File: src/rtl/enc_snapshot_pkg.sv
// enc_snapshot_pkg: shared types, read-map addresses and status layout for the
// encoder snapshot readout controller.
package enc_snapshot_pkg;

  // Legacy-compatible state encodings, wrapped by the enum below.
  localparam logic [1:0] ST_IDLE    = 2'd0;
  localparam logic [1:0] ST_CAPTURE = 2'd1;
  localparam logic [1:0] ST_HOLD    = 2'd2;
  localparam logic [1:0] ST_ABORT   = 2'd3;

  typedef enum logic [1:0] {
    IDLE    = ST_IDLE,
    CAPTURE = ST_CAPTURE,
    HOLD    = ST_HOLD,
    ABORT   = ST_ABORT
  } state_t;

  localparam logic [7:0]  ADDR_CNT_BASE   = 8'h00;
  localparam logic [7:0]  ADDR_DELTA_BASE = 8'h10;
  localparam logic [7:0]  ADDR_STATUS     = 8'hF0;
  localparam logic [7:0]  ADDR_MAGIC      = 8'hFF;
  localparam logic [31:0] MAGIC           = 32'hE5C0_0001;

  localparam int unsigned STAT_VALID_BIT   = 0;
  localparam int unsigned STAT_BUSY_BIT    = 1;
  localparam int unsigned STAT_TIMEOUT_BIT = 2;
  localparam int unsigned STAT_SEQ_LSB     = 8;

  // Status word: {16'h0, seq, 5'h0, timeout, busy, valid}
  function automatic logic [31:0] pack_status(input logic [7:0] seq,
                                              input logic       to,
                                              input logic       bsy,
                                              input logic       vld);
    logic [31:0] w;
    w                        = '0;
    w[STAT_VALID_BIT]        = vld;
    w[STAT_BUSY_BIT]         = bsy;
    w[STAT_TIMEOUT_BIT]      = to;
    w[STAT_SEQ_LSB +: 8]     = seq;
    return w;
  endfunction

endpackage

File: src/rtl/enc_snapshot_ctrl_if.sv
// enc_snapshot_ctrl_if: SPI-side bus between spi_slave and the snapshot
// controller (chip select, read address, read data).
interface enc_snapshot_ctrl_if #(
  parameter int ADDR_W = 8
);
  logic              spi_cs;
  logic [ADDR_W-1:0] data_addr;
  logic [31:0]       data_out;

  modport master (output spi_cs, output data_addr, input  data_out);
  modport slave  (input  spi_cs, input  data_addr, output data_out);
endinterface

File: src/rtl/enc_snapshot_ctrl_cs_sync_edge.sv
// cs_sync_edge: synchronises the raw, asynchronous SPI chip select and
// produces one-cycle rise/fall pulses. Flops clear to 0 so that a CS already
// low when reset is released does not look like a fresh falling edge.
module cs_sync_edge #(
  parameter int SYNC_STAGES = 2
) (
  input  logic clk,
  input  logic reset,
  input  logic cs_raw,
  output logic cs_rise,
  output logic cs_fall
);

  logic [SYNC_STAGES-1:0] sync_q;
  logic                   cs_q;

  // Synchroniser chain followed by a single edge-detect flop.
  always_ff @(posedge clk or negedge reset) begin
    if (!reset) begin
      sync_q <= '0;
      cs_q   <= 1'b0;
    end else begin
      sync_q <= {sync_q[SYNC_STAGES-2:0], cs_raw};
      cs_q   <= sync_q[SYNC_STAGES-1];
    end
  end

  assign cs_fall = cs_q & ~sync_q[SYNC_STAGES-1];
  assign cs_rise = ~cs_q & sync_q[SYNC_STAGES-1];

endmodule

File: src/rtl/enc_snapshot_ctrl.sv
// enc_snapshot_ctrl: captures all encoder counters into shadow registers on
// each SPI chip-select fall and serves them, optional deltas and a status
// word by read address, so a whole transaction sees one coherent snapshot.
// Optional feature macro: ENC_SNAP_DELTA_EN (prev regs + delta reads).
module enc_snapshot_ctrl
  import enc_snapshot_pkg::*;
#(
  parameter int NUM_CH      = 4,
  parameter int CNT_W       = 32,
  parameter int ADDR_W      = 8,
  parameter int SYNC_STAGES = 2,
  parameter int TIMEOUT_CYC = 50_000_000
) (
  input  logic                    clk,
  input  logic                    reset,
  enc_snapshot_ctrl_if.slave      spi,
  input  logic [NUM_CH*CNT_W-1:0] cnt_in,
  output logic                    snap_valid,
  output logic [7:0]              snap_seq,
  output logic                    busy,
  output logic                    timeout
);

  localparam int TMR_W = (TIMEOUT_CYC > 1) ? $clog2(TIMEOUT_CYC) : 1;
  localparam logic [TMR_W-1:0] TMR_LAST = TMR_W'(TIMEOUT_CYC - 1);

  state_t            state;
  logic [TMR_W-1:0]  timer;
  logic              cs_rise;
  logic              cs_fall;
  logic [CNT_W-1:0]  shadow [NUM_CH];
`ifdef ENC_SNAP_DELTA_EN
  logic [CNT_W-1:0]  prev   [NUM_CH];
`endif
  logic [ADDR_W-1:0] addr;
  logic [31:0]       addr_ext;
  logic [31:0]       rd_data;

  cs_sync_edge #(
    .SYNC_STAGES (SYNC_STAGES)
  ) u_cs_sync (
    .clk     (clk),
    .reset   (reset),
    .cs_raw  (spi.spi_cs),
    .cs_rise (cs_rise),
    .cs_fall (cs_fall)
  );

  // Transaction FSM with CS-low watchdog; a rise seen during CAPTURE still
  // lets the capture finish and returns straight to IDLE.
  always_ff @(posedge clk or negedge reset) begin
    if (!reset) begin
      state      <= IDLE;
      timer      <= '0;
      snap_seq   <= '0;
      snap_valid <= 1'b0;
      timeout    <= 1'b0;
    end else begin
      unique case (state)
        IDLE: begin
          if (cs_fall) state <= CAPTURE;
        end
        CAPTURE: begin
          snap_seq   <= snap_seq + 8'd1;
          snap_valid <= 1'b1;
          timeout    <= 1'b0;
          timer      <= '0;
          state      <= cs_rise ? IDLE : HOLD;
        end
        HOLD: begin
          if (cs_rise) begin
            state <= IDLE;
            timer <= '0;
          end else if (timer == TMR_LAST) begin
            state   <= ABORT;
            timeout <= 1'b1;
            timer   <= '0;
          end else begin
            timer <= timer + 1'b1;
          end
        end
        ABORT: begin
          if (cs_rise) state <= IDLE;
        end
        default: state <= IDLE;
      endcase
    end
  end

  assign busy = (state == CAPTURE) || (state == HOLD);

  // Shadow (and previous-snapshot) registers load only in CAPTURE.
  always_ff @(posedge clk or negedge reset) begin
    if (!reset) begin
      shadow <= '{default: '0};
`ifdef ENC_SNAP_DELTA_EN
      prev   <= '{default: '0};
`endif
    end else if (state == CAPTURE) begin
      for (int unsigned i = 0; i < NUM_CH; i++) begin
`ifdef ENC_SNAP_DELTA_EN
        prev[i]   <= shadow[i];
`endif
        shadow[i] <= cnt_in[i*CNT_W +: CNT_W];
      end
    end
  end

  assign addr     = spi.data_addr;
  assign addr_ext = 32'(addr);

  // Read-map decode; only snapshot registers are visible, never live counts.
  always_comb begin
    rd_data = '0;
    for (int unsigned i = 0; i < NUM_CH; i++) begin
      if (addr_ext == 32'(ADDR_CNT_BASE) + i) rd_data = 32'(shadow[i]);
`ifdef ENC_SNAP_DELTA_EN
      if (addr_ext == 32'(ADDR_DELTA_BASE) + i) rd_data = 32'(CNT_W'(shadow[i] - prev[i]));
`endif
    end
    if (addr_ext == 32'(ADDR_STATUS)) rd_data = pack_status(snap_seq, timeout, busy, snap_valid);
    if (addr_ext == 32'(ADDR_MAGIC))  rd_data = MAGIC;
  end

  // Registered read data towards spi_slave.
  always_ff @(posedge clk or negedge reset) begin
    if (!reset) spi.data_out <= '0;
    else        spi.data_out <= rd_data;
  end

endmodule
File: src/flat_wrapper.sv
// flat-port wrapper written by rule: the top's interface ports become plain ports
module enc_snapshot_ctrl_flat import enc_snapshot_pkg::*;
#(
  parameter int NUM_CH      = 4,
  parameter int CNT_W       = 32,
  parameter int ADDR_W      = 8,
  parameter int SYNC_STAGES = 2,
  parameter int TIMEOUT_CYC = 50_000_000
)
  (clk, reset, cnt_in, snap_valid, snap_seq, busy, timeout, spi_spi_cs, spi_data_addr, spi_data_out);
  enc_snapshot_ctrl_if #(.ADDR_W(ADDR_W)) spi_i ();
  input  logic clk;
  input  logic reset;
  input  logic [NUM_CH*CNT_W-1:0] cnt_in;
  output logic snap_valid;
  output logic [7:0] snap_seq;
  output logic busy;
  output logic timeout;
  input wire logic [$bits(spi_i.spi_cs)-1:0] spi_spi_cs;
  input wire logic [$bits(spi_i.data_addr)-1:0] spi_data_addr;
  output wire logic [$bits(spi_i.data_out)-1:0] spi_data_out;
  assign spi_i.spi_cs = spi_spi_cs;
  assign spi_i.data_addr = spi_data_addr;
  assign spi_data_out = spi_i.data_out;
  enc_snapshot_ctrl #(.NUM_CH(NUM_CH), .CNT_W(CNT_W), .ADDR_W(ADDR_W), .SYNC_STAGES(SYNC_STAGES), .TIMEOUT_CYC(TIMEOUT_CYC)) u_core (.clk(clk), .reset(reset), .spi(spi_i), .cnt_in(cnt_in), .snap_valid(snap_valid), .snap_seq(snap_seq), .busy(busy), .timeout(timeout));
endmodule
File: config.mk
export PLATFORM = sky130hd
export DESIGN_NAME = enc_snapshot_ctrl_flat
export DESIGN_NICKNAME = d
export VERILOG_FILES = /design/src/rtl/enc_snapshot_pkg.sv /design/src/rtl/enc_snapshot_ctrl_if.sv /design/src/rtl/enc_snapshot_ctrl_cs_sync_edge.sv /design/src/rtl/enc_snapshot_ctrl.sv /design/src/flat_wrapper.sv
export SDC_FILE = /design/constraint.sdc
export NUM_CORES = 1
export LEC_CHECK = 0
export CORE_ASPECT_RATIO = 0.9
export CORE_MARGIN = 1
export CORE_UTILIZATION = 35
export CTS_BUF_LIST = sky130_fd_sc_hd__clkbuf_16
export DETAILED_ROUTE_END_ITERATION = 16
export GPL_ROUTABILITY_DRIVEN = 0
export MAX_ROUTING_LAYER = met4
export SYNTH_ARGS = -nofsm -noshare
export SYNTH_HDL_FRONTEND = slang
export SYNTH_HIERARCHICAL = 1
export SYNTH_SLANG_ARGS = --single-unit
File: constraint.sdc
create_clock -name clk -period 4.6 [get_ports clk]
set_input_delay 0.46 -clock clk [delete_from_list [all_inputs] [get_ports clk]]
set_output_delay 0.46 -clock clk [all_outputs]
set_load 0.02 [all_outputs]
==> impl_metrics.yaml, run 1 <==
worst_setup_path:
  critical-path-top-delay-family: "buffers and inverters"
  critical-path-max-stage-delay_ps: 690
  crit_chain: "inv_1 > ha_1 > clkdlybuf4s50_1"
  kind_of_start_point_of_the_critical_path: "register"
  setup.worst_path.class: "reg -> out"
  timing.critical_path.slowest_stage_cell: "sky130_fd_sc_hd__clkdlybuf4s50_1"
  path_max_fanout: 11
  critPathArrivalTime_ps: 2250
  worst_setup_path_end_kind: "output port"
  required_worst_endpoint_ps: 4140
  timing.critical_path.buf_inv: 2
sta:
  finalCriticalPeriod_ps: 2710
  skew_ps: 23.3
  max_freq_mhz: 369
  worst_slew_pin_slew_ps: 974
  finalSetupViolCount: 0
  setup_total_negative_slack_ps: 0
  timing.final.max_slew_violations: 0
  timing.max_slew.rel_slack: 0.350
  hold_viol: 0
  grt_setup_unrepaired: "false"
  timing.final.crit_share: 0.590
routing:
  totalWireLength_um: 21700
  route.top_layer_used: "met4"
  drc: 0
  detail_route.wirelength.met1_um: 9740
  drt.antenna.violating_nets: 0
  routed-wl-met2_um: 10200
  firstDrtPassIters: 4
  avg_wl_per_cell_um: 18.5
  drt-initial-drc-count: 343
  post_drt_via_cell_ratio: 4.96
  detailroute.via_count: 5831
  routed-wl-met3_um: 1260
die:
  dieWidth_um: 170
  chipHeight_um: 153
  core_area_um2: 24500
  rows: 54
  die_area_um2: 25900
  ioPinCount: 182
  initial_core_util: 0.361
synthesis:
  yosys_most_used_dff: "sky130_fd_sc_hd__dfrtp_1"
  yosys.area_share.simple: 0.0996
  synth_top_family_by_area: "multiplexers"
  synth_compound_area_frac: 0.0408
  postSynthNetCount: 788
  seq_area_frac_synth: 0.568
  post_synth_fa_ha_maj_area_fraction: 0.00989
  ys_types: 50
  average_cell_area_after_synthesis_um2: 13.8
  syn-instance-count: 642
  synth_mux_area_frac: 0.236
  yosysWarningCount: 6
  synthesis.area_um2: 8850
  asyncSetResetFlopFracSynth: 1.00
  yosys_register_bits: 201
  synth_enable_flop_cells: 0
  synthXorXnorAreaFrac: 0.0237
clock_tree:
  htree_depth: 1
  clock_insertion_delay_worst_skew_ps: 520
  tritoncts: "yes"
  cts_made_buffers: 24
  clock-sinks: 201
  hold_buffers: 0
  cts-resized-gates: 0
  cts.repair_timing.setup_buffer_count: 0
  cts_max_path_buffers: 3
  clk_transition_reported_paths_ps: 60
  clock_tree.root_cell: "sky130_fd_sc_hd__clkbuf_16"
placement:
  placed_cells_incl_taps: 1134
  io_buffer_count: 181
  dpl_wire_length_um: 14900
grt:
  maximum_number_of_pins_on_one_net_before_global_route_repair: 121
  grt_util_all_layers: 0.177
  antenna_violations_before_repair: 1
  grt_pass1_vias: 6127
  grt_pass1_wl_um: 34600
  grt_remaining_overflow: 0
layout:
  finish.net_count: 970
  layoutNonFillerInstCount: 1175
  syn2layout_area_growth_pct: 32.1
  layout-drive-gt1-share: 0.266
run_status:
  outcome: "finished clean"
worst_hold_path:
  hold_path_class: "in -> async"
flow_run:
  maxCapViolCount: 0
power_and_ir_drop:
  power_density_nw_per_um2: 549
  cellLeakagePower_nw: 4.86
  vdd_drop_max_uv: 326
-- state kept, by name, indices dropped and copies added, names as in the netlist --
| signal | flops |
|---|---|
| u_core/u_cs_sync/sync_q | 2 |
| u_core/snap_seq | 8 |
| u_core/state | 2 |
| u_core/shadow | 128 |
| u_core/timeout | 1 |
| u_core/snap_valid | 1 |
| u_core/timer | 26 |
| u_core/spi.data_out | 32 |
| u_core/u_cs_sync/cs_q | 1 |
-- synthesized netlist by cell type (2+ instances only) --
master	n	area, um^2
sky130_fd_sc_hd__buf_2	13	65.1
sky130_fd_sc_hd__dfrtp_1	201	5030
sky130_fd_sc_hd__mux4_2	25	563
sky130_fd_sc_hd__xnor2_1	9	78.8
sky130_fd_sc_hd__o22ai_1	4	25.0
sky130_fd_sc_hd__a211oi_1	2	15.0
sky130_fd_sc_hd__nor4_4	3	63.8
sky130_fd_sc_hd__inv_1	7	26.3
sky130_fd_sc_hd__o22a_1	5	43.8
sky130_fd_sc_hd__clkbuf_1	16	60.1
sky130_fd_sc_hd__and3_1	19	119
sky130_fd_sc_hd__nor3_1	11	55.1
sky130_fd_sc_hd__a22oi_1	8	60.1
sky130_fd_sc_hd__xor2_1	15	131
sky130_fd_sc_hd__nand3_1	25	125
sky130_fd_sc_hd__nand4_1	10	62.6
sky130_fd_sc_hd__or4_1	2	15.0
sky130_fd_sc_hd__ha_1	7	87.6
sky130_fd_sc_hd__nor2b_1	3	18.8
sky130_fd_sc_hd__a21oi_1	11	55.1
sky130_fd_sc_hd__a22o_1	2	17.5
sky130_fd_sc_hd__nand2b_1	5	31.3
sky130_fd_sc_hd__and4_1	2	17.5
sky130_fd_sc_hd__mux2_2	134	1510
sky130_fd_sc_hd__o21ai_0	13	65.1
sky130_fd_sc_hd__or2_2	2	12.5
sky130_fd_sc_hd__nor2_1	16	60.1
sky130_fd_sc_hd__mux2i_1	2	20.0
sky130_fd_sc_hd__nor4_1	4	25.0
sky130_fd_sc_hd__nand2_1	36	135
sky130_fd_sc_hd__nor2_2	10	62.6
sky130_fd_sc_hd__buf_1	2	7.51
-- logic make-up after synthesis --
group	after synthesis
buf+inv	41
compound gates	53
flops	201
fa+ha+maj	7
simple gates	155
mux	161
xor+xnor	24
-- final cells by class --
cell class	count	area, um^2
timing repair buffer	189	1880
inverter	8	30.0
fill	2182	12800
multi-input combinational	400	3650
tap	336	420
clock inverter	15	77.6
clock buffer	24	601
sequential	201	5030
antenna	2	5.00
-- where the power goes --
group          total, mW  internal [mW]  switching, mW
logic               2.02           1.19          0.825
registers           2.75           2.40          0.348
clock network       1.65          0.939          0.716
total               6.42           4.54           1.89
-- per-stage QoR --
step	utilization	power (mW)	hold slack (ps)	setup slack, ps	instance area (um^2)
final	0.477	6.42	51.6	1890	11700
after global routing	0.477	6.80	152	1760	11700
after CTS	0.477	6.52	120	1860	11700
after detailed placement	0.449	4.82	346	2020	11000
after global placement	0.449	4.78	334	2060	11000
after floorplan	-	4.25	164	2360	8850
-- per-layer routing --
metal / track usage / up-vias
met5: - / -
met4: 0.0480 / 0
met3: 0.0324 / 36
met2: 0.270 / 146
met1: 0.242 / 2944
li1: - / 2705
-- layout by cell type (no fill, tap or decap), types with 4 or more instances in the layout --
| cell type | Yosys | routed |
|---|---|---|
| sky130_fd_sc_hd__clkbuf_16 | 0 | 24 |
| sky130_fd_sc_hd__a22oi_1 | 8 | 8 |
| sky130_fd_sc_hd__buf_4 | 1 | 7 |
| sky130_fd_sc_hd__a21oi_1 | 11 | 11 |
| sky130_fd_sc_hd__inv_1 | 7 | 14 |
| sky130_fd_sc_hd__xnor2_1 | 9 | 9 |
| sky130_fd_sc_hd__mux2_2 | 134 | 134 |
| sky130_fd_sc_hd__nor2_2 | 10 | 11 |
| sky130_fd_sc_hd__ha_1 | 7 | 6 |
| sky130_fd_sc_hd__clkdlybuf4s50_1 | 0 | 178 |
| sky130_fd_sc_hd__o21ai_0 | 13 | 13 |
| sky130_fd_sc_hd__xor2_1 | 15 | 15 |
| sky130_fd_sc_hd__nor3_1 | 11 | 11 |
| sky130_fd_sc_hd__o22a_1 | 5 | 5 |
| sky130_fd_sc_hd__o22ai_1 | 4 | 4 |
| sky130_fd_sc_hd__nand4_1 | 10 | 10 |
| sky130_fd_sc_hd__and3_1 | 19 | 19 |
| sky130_fd_sc_hd__dfrtp_1 | 201 | 201 |
| sky130_fd_sc_hd__nor2_1 | 16 | 15 |
| sky130_fd_sc_hd__nand3_1 | 25 | 25 |
| sky130_fd_sc_hd__nand2b_1 | 5 | 5 |
| sky130_fd_sc_hd__nand2_1 | 36 | 36 |
| sky130_fd_sc_hd__clkinv_1 | 1 | 4 |
| sky130_fd_sc_hd__mux4_2 | 25 | 25 |
-- final timing paths --
| kind | depth (start not counted) | startpoint | to | slack, ps |
|---|---|---|---|---|
| worst max-delay path | 3 | u_core/state[0] | busy | 1890 |
| worst min-delay path | 1 | reset | u_core/shadow[53] | 50 |
| worst max register to register | 7 | u_core/state[0] | u_core/timer[18] | 1970 |
| worst min register to register | 0 | u_core/u_cs_sync/sync_q[0] | u_core/u_cs_sync/sync_q[1] | 360 |
| max in group asynchronous | 2 | reset | u_core/timeout | 3490 |
| min in group clk | 0 | u_core/u_cs_sync/sync_q[0] | u_core/u_cs_sync/sync_q[1] | 360 |
Power figures use the tool's default switching activity.
==> run 2: changes to the inputs <==
clock period = 2.43 ns   (was 4.6 ns; I/O delays follow)
==> run 2 against run 1 <==
Effect of this change: worst hold slack improved by 160 ps; register-to-register slack got worse by 1600 ps; cell count increased by 1.0%; critical path type is now reg -> reg; largest power group unchanged.
==> impl_metrics.yaml, run 2 (synthesized netlist as in run 1, its figures left out) <==
sta:
  timing.final.crit_share: 0.855
  setup_total_negative_slack_ps: 0
  worst_slew_pin_slew_ps: 631
  max_freq_mhz: 482
  hold_viol: 0
  timing.final.max_slew_violations: 0
  finalCriticalPeriod_ps: 2080
  finalSetupViolCount: 0
  skew_ps: 12.3
  grt_setup_unrepaired: "false"
  timing.max_slew.rel_slack: 0.576
layout:
  finish.net_count: 980
  finish.utilization: 0.484
  seqCellArea_um2: 5030
  multiInputGateArea_um2: 3650
  syn2layout_area_growth_pct: 34.0
  largestRegisters: "u_core/shadow x128, u_core/spi.data_out x32, u_core/timer x26"
  most_common_cell_after_layout_fill_and_taps_aside: "sky130_fd_sc_hd__dfrtp_1"
  most-common-layout-cells: "201 x sky130_fd_sc_hd__dfrtp_1, 177 x sky130_fd_sc_hd__clkdlybuf4s50_1, 134 x sky130_fd_sc_hd__mux2_2"
  regMostFlops: "u_core/shadow"
  largest_register_ffs: 128
  layout-drive-gt1-share: 0.272
  fillCellCount: 2161
grt:
  grt_pass1_vias: 6266
  grt_pass1_wl_um: 34900
  antenna_violations_before_repair: 2
  grt_remaining_overflow: 0
  maximum_number_of_pins_on_one_net_before_global_route_repair: 73
  grt_util_all_layers: 0.178
die:
  core_area_um2: 24500
  rows: 54
  chipHeight_um: 153
  ioPinCount: 182
  dieWidth_um: 170
  initial_core_util: 0.361
  die_area_um2: 25900
routing:
  drt.antenna.violating_nets: 0
  firstDrtPassIters: 4
  drt-initial-drc-count: 336
  avg_wl_per_cell_um: 18.4
  totalWireLength_um: 21800
  detailroute.via_count: 5899
  drc: 0
  post_drt_via_cell_ratio: 4.97
clock_tree:
  cts_max_path_buffers: 3
  clock_tree.root_cell: "sky130_fd_sc_hd__clkbuf_16"
  tritoncts: "yes"
  htree_depth: 1
  clock_insertion_delay_worst_skew_ps: 510
  clk_transition_reported_paths_ps: 60
  cts_made_buffers: 23
  clock-sinks: 201
  cts.repair_timing.setup_buffer_count: 0
power_and_ir_drop:
  cellLeakagePower_nw: 4.95
  power_density_nw_per_um2: 1040
  vdd_drop_max_uv: 475
worst_setup_path:
  critPathArrivalTime_ps: 2450
  kind_of_start_point_of_the_critical_path: "register"
  setup.worst_path.class: "reg -> reg"
  path_max_fanout: 6
  critical-path-max-stage-delay_ps: 460
  timing.critical_path.slowest_stage_cell: "sky130_fd_sc_hd__nor4_4"
  worst_setup_path_end_kind: "register"
  required_worst_endpoint_ps: 2810
  crit_chain: "inv_1 > ha_1 > clkinv_1 > nor4_4 > nand4_1 > xor2_1 > nor2_2"
flow_run:
  maxCapViolCount: 0
worst_hold_path:
  hold_path_class: "in -> reg"
placement:
  dpl_wire_length_um: 15300
  io_buffer_count: 181
run_status:
  outcome: "finished clean"
run 2: changes by cell type in the layout (fill, tap and decap cells not counted), sizes merged:
cell and delta:
buf +10, clkdlybuf4s50 -1, dlymetal6s2s +1, dlygate4sd3 +1, clkbuf -1, bufinv +2
run 2: critical path, delay by kind of cell (launching register included):
kind                     cells  cell delay (ps)
XOR/XNOR                     1              190
flip-flops                   1              440
adder cells (fa/ha/maj)      1              380
AND/OR/NAND/NOR              3              680
buffers and inverters        2              250
run 2: path summary, 6_finish.rpt:
path | from | endpoint | slack (ps) | depth (start not counted)
min in group asynchronous | reset | u_core/shadow[85] | 320 | 2
min | spi_spi_cs | u_core/u_cs_sync/sync_q[0] | 210 | 1
max | u_core/state[0] | u_core/timer[16] | 350 | 7
min reg2reg | u_core/u_cs_sync/sync_q[0] | u_core/u_cs_sync/sync_q[1] | 380 | 0
max in group asynchronous | reset | u_core/timer[12] | 1360 | 3
max reg2reg | u_core/state[0] | u_core/timer[16] | 350 | 7
run 2: through the flow:
step	area, um^2	power, mW	hold WS (ps)	cells	worst slack (ps)
floorplan	8850	8.04	-52.6	642	189
global placement	11200	9.15	311	1144	379
detailed placement	11200	9.23	306	1144	354
CTS	11900	12.5	188	1185	34.7
global route	11900	13.1	198	1187	209
finish	11900	12.4	208	1187	354
run 2: cell type report:
class / count / area share
clock inverters: 17 / 0.0103
clock buffers: 23 / 0.0485
repair buffers: 200 / 0.171
multi-input cells: 400 / 0.308
inverters: 8 / 0.00253
diodes: 2 / 0.000422
flip-flops and latches: 201 / 0.424
well taps: 336 / 0.0354
run 2: where the power goes:
part	switching (mW)	total, mW	leakage [nW]	internal (mW)
clock	1.34	3.25	0.367	1.91
combinational	1.58	3.93	2.09	2.34
sequential	0.650	5.20	2.49	4.55
run 2: what timing repair did:
item                                    CTS  global route
hold buffers                              1             0
endpoints found under the hold margin    68             0
endpoints found under the setup margin    0             1
resized for setup                         0             1
run 2: per-layer routing:
layer | vias to the layer above | GRT usage | part of all wire
met3 | 29 | 0.0508 | 0.071
met2 | 155 | 0.271 | 0.47
met4 | 0 | 0.0365 | 0.019
met5 | - | - | 0
li1 | 2741 | - | -
met1 | 2974 | 0.235 | 0.44
